$ cat src/rtl/pipe_adder.sv
`default_nettype none
// ----------------------------------------------------------------------------
// pipe_adder: STAGES-deep sliced ripple adder with valid/ready flow control.
// Define PIPE_ADDER_OVF_EN to add the signed-overflow output ovf.  Rev 1.0
// ----------------------------------------------------------------------------
module pipe_adder #(
  parameter int WIDTH  = 32,
  parameter int STAGES = 4
) (
  input  logic             clk,
  input  logic             rst_n,
  input  logic             in_valid,
  output logic             in_ready,
  input  logic [WIDTH-1:0] a,
  input  logic [WIDTH-1:0] b,
  input  logic             cin,
  input  logic             sub,
  output logic             out_valid,
  input  logic             out_ready,
  output logic [WIDTH-1:0] sum,
  output logic             cout
`ifdef PIPE_ADDER_OVF_EN
  ,output logic            ovf
`endif
);

  localparam int W = WIDTH / STAGES;

  logic             w_advance;
  logic             w_accept;
  logic [WIDTH-1:0] w_bp;
  logic             w_c0;

  assign w_advance = out_ready | ~out_valid;
  assign in_ready  = w_advance;
  assign w_accept  = in_valid & w_advance;
  assign w_bp      = sub ? ~b : b;
  assign w_c0      = sub ? 1'b1 : cin;

  for (genvar k = 0; k < STAGES; k++) begin : g_stage
    localparam int LO = k * W;
    localparam int HI = LO + W;

    logic [W-1:0]  w_a_sl;
    logic [W-1:0]  w_b_sl;
    logic          w_c_in;
    logic [W:0]    w_add;
    logic          valid_d, valid_q;
    logic          carry_d, carry_q;
    logic [HI-1:0] sum_d, sum_q;

    if (k == 0) begin : g_first
      assign valid_d = w_accept;
      assign w_a_sl  = a[W-1:0];
      assign w_b_sl  = w_bp[W-1:0];
      assign w_c_in  = w_c0;
      assign sum_d   = w_add[W-1:0];
    end else begin : g_next
      assign valid_d = g_stage[k-1].valid_q;
      assign w_a_sl  = g_stage[k-1].g_skew.a_q[W-1:0];
      assign w_b_sl  = g_stage[k-1].g_skew.b_q[W-1:0];
      assign w_c_in  = g_stage[k-1].carry_q;
      assign sum_d   = {w_add[W-1:0], g_stage[k-1].sum_q};
    end

    assign w_add   = {1'b0, w_a_sl} + {1'b0, w_b_sl} + {{W{1'b0}}, w_c_in};
    assign carry_d = w_add[W];

    // Bubbles shift with the data so result spacing is preserved across stalls.
    always_ff @(posedge clk) begin
      if (!rst_n) begin
        valid_q <= 1'b0;
        carry_q <= 1'b0;
        sum_q   <= '0;
      end else if (w_advance) begin
        valid_q <= valid_d;
        carry_q <= carry_d;
        sum_q   <= sum_d;
      end
    end

    // Operand slices not yet consumed travel alongside the partial sum.
    if (k < STAGES - 1) begin : g_skew
      logic [WIDTH-HI-1:0] a_d, a_q;
      logic [WIDTH-HI-1:0] b_d, b_q;

      if (k == 0) begin : g_load
        assign a_d = a[WIDTH-1:HI];
        assign b_d = w_bp[WIDTH-1:HI];
      end else begin : g_shift
        assign a_d = g_stage[k-1].g_skew.a_q[WIDTH-LO-1:W];
        assign b_d = g_stage[k-1].g_skew.b_q[WIDTH-LO-1:W];
      end

      always_ff @(posedge clk) begin
        if (!rst_n) begin
          a_q <= '0;
          b_q <= '0;
        end else if (w_advance) begin
          a_q <= a_d;
          b_q <= b_d;
        end
      end
    end
  end

  assign out_valid = g_stage[STAGES-1].valid_q;
  assign sum       = g_stage[STAGES-1].sum_q;
  assign cout      = g_stage[STAGES-1].carry_q;

`ifdef PIPE_ADDER_OVF_EN
  // Sign bits of both operands are only visible in the final slice.
  logic ovf_d, ovf_q;

  assign ovf_d = (g_stage[STAGES-1].w_a_sl[W-1] == g_stage[STAGES-1].w_b_sl[W-1]) &&
                 (g_stage[STAGES-1].w_add[W-1] != g_stage[STAGES-1].w_a_sl[W-1]);

  always_ff @(posedge clk) begin
    if (!rst_n) begin
      ovf_q <= 1'b0;
    end else if (w_advance) begin
      ovf_q <= ovf_d;
    end
  end

  assign ovf = ovf_q;
`endif

endmodule

`default_nettype wire

$ cat config.mk
export PLATFORM = sky130hd
export DESIGN_NAME = pipe_adder
export DESIGN_NICKNAME = d
export VERILOG_FILES = /design/src/rtl/pipe_adder.sv
export SDC_FILE = /design/constraint.sdc
export NUM_CORES = 1
export LEC_CHECK = 0
export BUFFER_PORTS_ARGS = -buffer_cell sky130_fd_sc_hd__clkbuf_2
export CAP_MARGIN = 20
export CORE_MARGIN = 2
export CORE_UTILIZATION = 50
export CTS_CLUSTER_DIAMETER = 200
export CTS_CLUSTER_SIZE = 30
export DETAILED_ROUTE_END_ITERATION = 12
export PLACE_DENSITY = 0.77
export SYNTH_ARGS = -nofsm -noshare
export SYNTH_HDL_FRONTEND = slang
export SYNTH_SLANG_ARGS = --single-unit
$ cat constraint.sdc
create_clock -name clk -period 2.23 [get_ports clk]
set_input_delay 0.446 -clock clk [delete_from_list [all_inputs] [get_ports clk]]
set_output_delay 0.446 -clock clk [all_outputs]
set_load 0.02 [all_outputs]
* After elaboration in Yosys (flattened, before gate mapping)
Index checks and enable logic that the tools add are counted.
Operators by class: $add $sub $neg 8, mux-type cells 2, bitwise logic cells 4
Operator list (count):
- $add 8x8->9 | 4
- $add 9x1->9 | 4
- $mux 32 | 1
- $not 32->32 | 1
- $and 1x1->1 | 1
- $mux 1 | 1
- $not 1->1 | 1
- $or 1x1->1 | 1
Word-level totals: bits in registers 184, output and inout port bits 35, logic and storage cells 32

* Longest topological paths before layout
Gate-level depths: netlist of the first run.
depth in word-level cells 4, gate-level depth with buffers 10

* Worst setup path after synthesis of the first run
No wires, ideal clock.
path kind input -> register, start in sub, end reg g_stage[0].sum_q[6], library setup time 87 ps, arrival time 2331 ps, setup slack -188 ps, stages 10, path buffers 2, cell sequence buf_2 buf_4 or2_2 fa_1 inv_1 fa_1 nor2b_1 o2111a_1 o21a_1 o31ai_1
On the way: word-level cells in the longest chain between the ends 3, elaborated cells between the ends (all ways) 4, those cells by class 2 x add/sub; 2 x mux
RTL lines:
- start: declaration | RTL line 17 | input logic sub,
- $mux 32 | RTL line 37 | assign w_bp = sub ? ~b : b;
- $add 8x8->9 | RTL line 66 | assign w_add = {1'b0, w_a_sl} + {1'b0, w_b_sl} + {{W{1'b0}}, w_c_in};
- $add 9x1->9 * | RTL line 66
- end signal: assignment | RTL line 78 | sum_q <= sum_d;
- end: declaration | RTL line 50 | logic [HI-1:0] sum_d, sum_q;
Every way passes the cells marked *; elsewhere a longest branch is shown, timed or not. A chain may end at the register's enable or synchronous reset.

* Final worst setup path of the first run
start reg g_stage[2].carry_q, end reg g_stage[3].carry_q (netlist: cout)
On the way: word-level cells in the longest chain between the ends 1
RTL lines:
- start: declaration | RTL line 49 | logic carry_d, carry_q;
- start signal: assignment | RTL line 77 | carry_q <= carry_d;
- $add 9x1->9 | RTL line 66
- end signal: assignment | RTL line 77
- end: declaration | RTL line 49
Every way passes these cells.

==> metrics.csv, run 1 <==
metric,value,unit
worstSetupStartpointType,flip-flop,
power,7.56,mW
rsz0062_at_grt,false,
synth_ff_type,dfxtp_1,
detail-route-antenna-nets,0,
root_buffer,clkbuf_16,
worst_hold_slack,239,ps
critical_path.top_delay_family,adder cells,
final_common_cell,nand2_1,
final_cell_count_no_fill,1236,
detail_route.wirelength,16100,µm
gp_congestion,0.802,
rr_endpoint,cout$_SDFFE_PN0N_,
io_pins,105,
min_period,2140,ps
dp_hpwl,10400,µm
overflow,0,
synth_edf_count,0,
grt_pass1_wl,26700,µm
slowest_stage,fa_1,
vias,6285,
slowest_delay,490,ps
avgSynthCellArea,8.40,µm²
skew,13.0,ps
cap_violations,0,
powerDensity,824,mW/mm²
reg2reg_slack,90,ps
critPathBufInv,0,
r2r_cells,6,
dieHeight,129,µm
post-route-period-util,95.9,%
drv_slew,0,
area_delta_synth_final,16.5,%
clk_pin_slew,70,ps
path_class,reg2reg,
grt_use_total,19.8,%
rows,45,
cp.arrival,2450,ps
worstPathRequired,2540,ps
synthCells,937,
placedCellCount,1204,
setup_viol,0,
dieWidth,129,µm
startpoint,g_stage[2].carry_q$_SDFFE_PN0N_,
ys_warn_count,0,
antenna_cells,0,
final_util,59.9,%
power.static_leakage,3.88,nW
drcViolationCount,0,
initial_core_util,51.4,%
drive_above_1_share,17.6,%
syn-num-nets,1043,
min_path_type,in2reg,
endpoint,cout$_SDFFE_PN0N_,
crit_cells,6,
dr.first_iter.drc_count,414,
drt-wirelength-per-cell,13.0,µm
relSlewSlack,59.3,%
vdd_drop_max,0.588,mV
grt_pass1_vias,5721,
insertion_delay,420,ps
crit_chain,fa_1 > fa_1 > a21o_1 > a221oi_2 > o21ai_0 > o211a_1,
port_buffers,104,
crit_top_cell,fa_1,
synthArstFlopShare,0,%
clockBufferDepth,2,
numCtsBuffers,17,
core_area,0.0153,mm²
h-tree-depth,4,
status,finished clean,
synth_area,0.00787,mm²
endpoint_kind,flip-flop,
ys_types,45,
drt_first_pass_iters,5,
dieArea,0.0168,mm²
final_cell_mix,"nand2_1 (279), dfxtp_1 (184), a21oi_1 (158)",
worstMarginPinSlew,610,ps
clock_sinks,184,
fmax,0.468,GHz
path_max_fanout,2,
via_per_inst,5.08,
finalHoldViolCount,0,
num-nets-final,1118,
synth-seq-area-share,46.8,%
cts_tree,yes,
synth_seq_cells,184,
grt_max_degree,146,
antenna_found_initial,0,
reg2reg_from,g_stage[2].carry_q$_SDFFE_PN0N_,
[worst reg2reg max path: cells and delay by family, from the launching register on]
kind                       cells  cell delay (ps)
adders and majority gates      2              920
AOI/OAI and AO/OA              4              780
DFF                            1              330
[repair_timing]
action	CTS	global route
hold buffers	0	0
resized for setup	0	3
buffers inserted	0	0
endpoints found under the setup margin	0	2
[per-stage QoR]
stage | setup WS, ps | cell area (µm²) | setup TNS, ps
3_3_place_gp | -70.7 | 8550 | -132
6_report | 91.0 | 9180 | 0
2_1_floorplan | -60.2 | 7910 | -85.7
4_1_cts | 99.0 | 9170 | 0
5_1_grt | 14.0 | 9180 | 0
3_5_place_dp | -121 | 8550 | -326
[sequential cells by signal (all words and copies together) (netlist names)]
signal / count
g_stage.g_skew.a_q: 48
g_stage.g_skew.b_q: 48
g_stage.sum_q: 48
sum: 32
g_stage.carry_q: 3
g_stage.valid_q: 3
cout: 1
out_valid: 1
[final cells by class]
cell class	instances	area, µm²
Tap cell	211	264
Sequential cell	184	3680
Fill cell	1418	6140
Timing Repair Buffer	120	703
Clock buffer	19	453
Multi-Input combinational cell	676	3850
Clock inverter	13	165
Inverter	13	56.3
[power breakdown]
group,total (mW),internal [mW],leakage [nW],switching [mW]
sequential,3.63,3.51,1.51,0.122
combinational,0.820,0.374,2.06,0.446
clock,3.11,1.84,0.305,1.28
total,7.56,5.72,3.88,1.84
[synthesized netlist by cell type, types with 2 or more instances]
cell,instances,share of area (%)
inv_1,12,0.57
o21ai_1,2,0.13
buf_2,32,2.0
a211oi_1,31,3.0
a221oi_2,3,0.57
nor2_1,31,1.5
buf_1,5,0.24
o221ai_1,3,0.33
buf_4,9,0.86
clkbuf_1,18,0.86
fa_1,8,2.0
nor3b_1,4,0.38
o21a_1,2,0.19
o211a_1,3,0.38
and3_4,3,0.43
xnor2_1,34,3.8
nand4_1,4,0.32
a21o_1,12,1.1
nand2b_1,4,0.32
o2bb2ai_1,5,0.56
nand2_1,279,13
o22ai_1,7,0.56
nand3_1,6,0.38
o21ai_0,13,0.83
and3_1,3,0.24
ha_1,28,4.4
xor2_1,12,1.3
dfxtp_1,184,47
mux2_2,7,1.0
a21oi_1,158,10
[kinds of logic (layout without fill, tap and decap cells)]
family	after synthesis	count (layout)	synth area share, %
and+or+nand+nor	341	341	17.5
AOI/OAI and AO/OA	245	245	18.3
DFF	184	184	46.8
buffers and inverters	77	165	4.61
xor gates and xnor gates	46	46	5.12
adders and majority gates	36	36	6.48
muxes	8	8	1.19
[worst min path at each step]
stage / startpoint / end / slack [ps] / depth (start not counted)
finish: a[17] / g_stage[0].g_skew.a_q[9]$_SDFFE_PN0N_ / 240 / 3
global route: a[17] / g_stage[0].g_skew.a_q[9]$_SDFFE_PN0N_ / 230 / 3
CTS: a[17] / g_stage[0].g_skew.a_q[9]$_SDFFE_PN0N_ / 220 / 3
detailed placement: g_stage[1].sum_q[0]$_SDFFE_PN0N_ / g_stage[1].sum_q[0]$_SDFFE_PN0N_ / 440 / 2
global placement: g_stage[1].sum_q[11]$_SDFFE_PN0N_ / g_stage[1].sum_q[11]$_SDFFE_PN0N_ / 430 / 2
floorplan: g_stage[0].sum_q[3]$_SDFFE_PN0N_ / g_stage[0].sum_q[3]$_SDFFE_PN0N_ / 420 / 2
[layer usage]
metal	GRT usage (%)	vias up	wire length [µm]
li1	-	3305	-
met4	5.63	0	139
met3	4.91	12	700
met1	27.1	2848	7710
met5	0	-	0
met2	31.1	120	7560
Power figures use the tool's default switching activity.
==> inputs of run 2 (changes only) <==
==> constraint.sdc (replaced) <==
create_clock -name clk -period 2.23 [get_ports clk]
set_input_delay 0.223 -clock clk [delete_from_list [all_inputs] [get_ports clk]]
set_output_delay 0.223 -clock clk [all_outputs]
set_load 0.02 [all_outputs]
==> run 2 against run 1 <==
First-iteration DRC count decreased by 13%. Combinational power fell by 2.6%. Register-to-register slack gained 40 ps. Non-clock buffer count is 1 lower. Critical path depth stayed put. Cell count about the same. Setup slack better by 36 ps. Sequential cell count unchanged. Via count down 0.11%. Maximum frequency up 1.7%. Global-route usage fell by 0.58 points. Clock power fell by 5%. Largest cell class unchanged. Largest power group unchanged.
==> metrics.csv, run 2 (synthesis results as in run 1) <==
metric,value,unit,change
status,finished clean,,
dr.first_iter.drc_count,361,,-13%
power.static_leakage,3.85,nW,-0.73%
dp_hpwl,10200,µm,-2.0%
dieArea,0.0168,mm²,unchanged
fillCellCount,1421,,+0.21%
port_buffers,104,,unchanged
drt-wirelength-per-cell,12.8,µm,-1.7%
powerDensity,809,mW/mm²,-1.8%
finalSetupTns,0,ps,unchanged
grt_max_degree,146,,unchanged
setup_viol,0,,unchanged
rsz0062_at_grt,false,,
grt_pass1_wl,25900,µm,-2.8%
pwr-share-clk,39.9,%,-1.2 points
path_max_fanout,2,,unchanged
core_area,0.0153,mm²,unchanged
detail_route.wirelength,15800,µm,-1.7%
relSlewSlack,58.5,%,-0.83 points
worstPathRequired,2550,ps,about the same
num-nets-final,1117,,-0.089%
insertion_delay,430,ps,about the same
detail-route-antenna-nets,0,,unchanged
endpoint_kind,flip-flop,,
gp_congestion,0.850,,+6.0%
vias,6278,,-0.11%
finalHoldViolCount,0,,unchanged
clockBufferDepth,2,,unchanged
final_util,59.5,%,-0.46 points
cts_tree,yes,,
rows,45,,unchanged
power_frac_comb,10.8,%,about the same
p_sw_share,25.2,%,+0.80 points
grt_pass1_vias,5551,,-3.0%
sequentialPowerShare,49.2,%,+1.2 points
worstMarginPinSlew,622,ps,+12.4 ps
seq_area,0.00368,mm²,unchanged
dieHeight,129,µm,unchanged
initial_core_util,51.4,%,unchanged
numCtsBuffers,17,,unchanged
antenna_cells,0,,unchanged
min_period,2100,ps,-35.8 ps
cap_violations,0,,unchanged
root_buffer,clkbuf_16,,
switching_power,1.85,mW,+0.62%
vdd_drop_max,0.569,mV,-3.3%
final_common_cell,nand2_1,,
overflow,0,,unchanged
min_path_type,in2reg,,
cp.arrival,2420,ps,-30 ps
io_pins,105,,unchanged
drt_first_pass_iters,5,,unchanged
skew,11.5,ps,-1.50 ps
final_cell_mix,"nand2_1 (279), dfxtp_1 (184), a21oi_1 (158)",,
largestRegisters,"g_stage.g_skew.a_q x48, g_stage.g_skew.b_q x48, g_stage.sum_q x48",,
clk_pin_slew,70,ps,about the same
antenna_found_initial,0,,unchanged
worstSetupStartpointType,flip-flop,,
dieWidth,129,µm,unchanged
drv_slew,0,,unchanged
clock_sinks,184,,unchanged
grt_use_total,19.2,%,-0.58 points
path_class,reg2reg,,
via_per_inst,5.08,,about the same
area_delta_synth_final,15.6,%,
post-route-period-util,94.3,%,-1.6 points
drcViolationCount,0,,unchanged
h-tree-depth,4,,unchanged
fmax,0.475,GHz,+1.7%
p_int,5.51,mW,-3.6%
multiInputGateArea,0.00383,mm²,-0.52%
drive_above_1_share,16.6,%,-0.96 points
[run 2: routing by layer]
layer,GRT usage (%),wire length (µm),vias to the layer above
met2,30.1,7400,102
met5,0,0,-
met4,5.69,189,0
met1,26.8,7710,2852
li1,-,-,3310
met3,4.13,544,14
[run 2: metrics by stage]
| step | cells | hold slack [ps] | area (µm²) | setup WS, ps | power, mW |
|---|---|---|---|---|---|
| floorplan | 937 | 363 | 7870 | 35.2 | 4.26 |
| global placement | 1200 | 434 | 8490 | 79.2 | 4.47 |
| detailed placement | 1200 | 439 | 8490 | 31.1 | 4.49 |
| CTS | 1235 | 0.240 | 9100 | 111 | 7.44 |
| global route | 1235 | 14.0 | 9100 | 12.5 | 7.69 |
| finish | 1235 | 15.0 | 9100 | 127 | 7.37 |
[run 2: worst paths after layout]
kind	end	cells after the start	startpoint	slack (ps)
worst max-delay path	cout$_SDFFE_PN0N_	6	g_stage[2].carry_q$_SDFFE_PN0N_	130
worst min-delay path	g_stage[0].valid_q$_SDFFE_PN0N_	3	in_valid	10
worst min register to register	g_stage[1].sum_q[14]$_SDFFE_PN0N_	2	g_stage[1].sum_q[14]$_SDFFE_PN0N_	450
worst max register to register	cout$_SDFFE_PN0N_	6	g_stage[2].carry_q$_SDFFE_PN0N_	130
[run 2: area by class of cell]
cell class	count	share of cell area, %
multi-input combinational	676	42.1
sequential	184	40.5
timing repair buffer	119	7.59
clock buffer	20	5.13
tap	211	2.90
clock inverter	12	1.25
inverter	13	0.618
[run 2: power by group through the flow]
stage	logic, mW	registers (mW)	clock network [mW]
5_1_grt	0.905	3.65	3.13
2_1_floorplan	0.560	3.70	0
3_5_place_dp	0.794	3.70	0
3_3_place_gp	0.776	3.69	0
4_1_cts	0.805	3.63	3.01
6_report	0.799	3.63	2.94
[run 2: critical path, stage by stage (launching register included)]
cell,delay (ps)
dfxtp_1,340
fa_1,470
fa_1,410
a21o_1,200
a221oi_2,310
o21ai_0,130
o211a_1,130
[run 2: what timing repair did]
action | in CTS | in global routing
hold buffers | 3 | 0
gates resized for setup | 0 | 2
endpoints found under the hold margin | 3 | 0
setup buffers | 0 | 0
endpoints found under the setup margin | 0 | 1
==> inputs of run 3 (changes only) <==
--- a/config.mk
+++ b/config.mk
@@ -5,6 +5,7 @@
 export SDC_FILE = /design/constraint.sdc
 export NUM_CORES = 1
 export LEC_CHECK = 0
+export ABC_AREA = 1
 export BUFFER_PORTS_ARGS = -buffer_cell sky130_fd_sc_hd__clkbuf_2
 export CAP_MARGIN = 20
 export CORE_MARGIN = 2
==> run 3 against run 2 <==
Non-clock buffer count shrank 2. Cell count grew 9.3%. Sequential power grew 2%. Die area grew 2.4%. Setup slack gained 200 ps. Critical path type unchanged. Largest cell class unchanged.
==> metrics.csv, run 3 <==
metric,value,unit,change
drcViolationCount,0,,unchanged
gp_congestion,0.816,,-4.0%
design_area,0.00922,mm²,+1.3%
root_buffer,clkbuf_16,,
crit_chain,fa_1 > fa_1 > nand3_1 > nand2_1 > nand2_1 > nand2_1 > nand2_1 > nand3_1 > nand2_1 > inv_1,,
min_path_type,in2reg,,
final_cell_mix,"nor2_1 (265), dfxtp_1 (184), o21ai_0 (175)",,
drive_above_1_share,13.6,%,-3.0 points
drt-wirelength-per-cell,11.8,µm,-7.8%
final_common_cell,nor2_1,,
dieHeight,131,µm,+1.2%
powerDensity,807,mW/mm²,-0.24%
synth_seq_cells,184,,unchanged
postCtsSetupRepairBufs,0,,unchanged
worst_hold_slack,38.5,ps,+23.5 ps
dp_hpwl,10700,µm,+5.3%
drt_first_pass_iters,4,,-1
synth_ff_type,dfxtp_1,,
vias,6551,,+4.3%
critical_path.top_delay_family,adder cells,,
insertion_delay,430,ps,about the same
synth_edf_count,0,,unchanged
critPathBufInv,1,,+1
worstSetupStartpointType,flip-flop,,
dieWidth,131,µm,+1.2%
placed_cell_area,0.00866,mm²,+2.0%
detail_route.wirelength,16000,µm,+0.83%
worstPathRequired,2560,ps,about the same
ys_types,30,,-33%
cap_violations,0,,unchanged
yosysTopAreaCell,dfxtp_1,,
largestRegisters,"g_stage.g_skew.a_q x48, g_stage.g_skew.b_q x48, g_stage.sum_q x48",,
cp.arrival,2230,ps,-190 ps
antenna_cells,0,,unchanged
synth-seq-area-share,45.7,%,-1.1 points
slowest_stage,fa_1,,
post-route-period-util,85.3,%,-9.0 points
vdd_drop_max,0.543,mV,-4.6%
slowest_delay,480,ps,about the same
status,finished clean,,
synth_most_common_cell,nor2_1,,
dieArea,0.0172,mm²,+2.4%
grt_pass1_vias,5954,,+7.3%
cts_tree,yes,,
relSlewSlack,59.8,%,+1.3 points
grt_max_degree,138,,-5.5%
drv_slew,0,,unchanged
clock_sinks,184,,unchanged
crit_top_cell,nand2_1,,
grt_use_total,19.3,%,+0.079 points
synthTopCellsByCount,"nor2_1 (265), dfxtp_1 (184), o21ai_0 (175), nand2_1 (95), inv_1 (74)",,
endpoint_kind,flip-flop,,
rsz0062_at_grt,false,,
worstMarginPinSlew,603,ps,-19.0 ps
power.static_leakage,4.77,nW,+24%
setup_viol,0,,unchanged
synthCells,1050,,+12%
io_pins,105,,unchanged
clockBufferDepth,2,,unchanged
skew,13.2,ps,+1.64 ps
dr.first_iter.drc_count,389,,+7.8%
finalSetupTns,0,ps,unchanged
detail-route-antenna-nets,0,,unchanged
h-tree-depth,4,,unchanged
synthArstFlopShare,0,%,unchanged
clk_pin_slew,70,ps,about the same
rows,46,,+2.2%
fmax,0.526,GHz,+11%
core_area,0.0158,mm²,+3.3%
port_buffers,104,,unchanged
avgSynthCellArea,7.68,µm²,-8.6%
finalHoldViolCount,0,,unchanged
min_period,1900,ps,-201 ps
syn-num-nets,1156,,+11%
initial_core_util,51.0,%,-0.45 points
area_delta_synth_final,14.3,%,
path_class,reg2reg,,
power,7.44,mW,+1.0%
via_per_inst,4.85,,-4.5%
grt_pass1_wl,26600,µm,+2.5%
ys_warn_count,0,,unchanged
num-nets-final,1228,,+9.9%
cts_resized,0,,unchanged
cts_hold_buf,0,,-3
path_max_fanout,2,,unchanged
overflow,0,,unchanged
antenna_found_initial,0,,unchanged
numCtsBuffers,17,,unchanged
yosys.area.top_type_share,45.7,%,-1.1 points
synthTopCellsByArea,"dfxtp_1 (46%), nor2_1 (12%), o21ai_0 (11%)",,
synth_area,0.00807,mm²,+2.4%
## run 3: changes by cell type in the layout (fill, tap and decap cells not counted), sizes merged, moves of 6 or more
cell	delta
nor2	+234
nand2	-184
o21ai	+162
a21oi	-112
inv	+59
nand3	+34
a211oi	-28
a21o	-12
mux2	-8
or2	+8
and3	-7
o22ai	-7
xnor2	-6
## run 3: path summary, 6_finish.rpt
| path | start | to | slack, ps | cells past startpoint |
|---|---|---|---|---|
| max | g_stage[1].carry_q$_SDFFE_PN0N_ | g_stage[2].sum_q[22]$_SDFFE_PN0N_ | 330 | 10 |
| min | a[10] | g_stage[0].g_skew.a_q[2]$_SDFFE_PN0N_ | 40 | 3 |
| max reg2reg | g_stage[1].carry_q$_SDFFE_PN0N_ | g_stage[2].sum_q[22]$_SDFFE_PN0N_ | 330 | 10 |
| min reg2reg | g_stage[2].valid_q$_SDFFE_PN0N_ | g_stage[2].valid_q$_SDFFE_PN0N_ | 460 | 2 |
## run 3: report_power, final
group / internal, mW / switching (mW)
clock network: 1.57 / 1.28
logic: 0.378 / 0.530
registers: 3.55 / 0.135
## run 3: metal layers
metal / vias up / global-route usage [%] / share of wire [%]
met4: 0 / 6.88 / 1.6
met5: - / 0 / 0
met1: 2901 / 25.9 / 49
met2: 123 / 31.1 / 46
li1: 3508 / - / -
met3: 19 / 3.62 / 4.1
## run 3: metrics by stage
step | std cells | worst slack [ps] | utilization (%)
floorplan | 1050 | 178 | -
global placement | 1319 | 309 | 54.7
detailed placement | 1319 | 283 | 54.7
CTS | 1350 | 336 | 58.3
global route | 1350 | 189 | 58.3
finish | 1350 | 327 | 58.3
## run 3: logic make-up after synthesis
family / count (synthesis) / share of synthesized area [%]
simple gates: 415 / 20.5
compound gates: 233 / 14.8
flops: 184 / 45.7
buf+inv: 139 / 8.03
xor+xnor: 43 / 4.67
fa+ha+maj: 36 / 6.33
## run 3: area by class of cell
cell class / count / area [µm²]
Fill cell: 1470 / 6610
Multi-Input combinational cell: 727 / 3730
Sequential cell: 184 / 3680
Timing Repair Buffer: 117 / 683
Clock buffer: 18 / 439
Inverter: 75 / 287
Tap cell: 216 / 270
Clock inverter: 13 / 125
## run 3: tightest hold or removal path: cells and delay by family
| kind | cells | cell delay, ps |
|---|---|---|
| buffers and inverters | 1 | 70 |
| AO/OA/AOI/OAI | 1 | 70 |
| AND/OR/NAND/NOR | 1 | 70 |
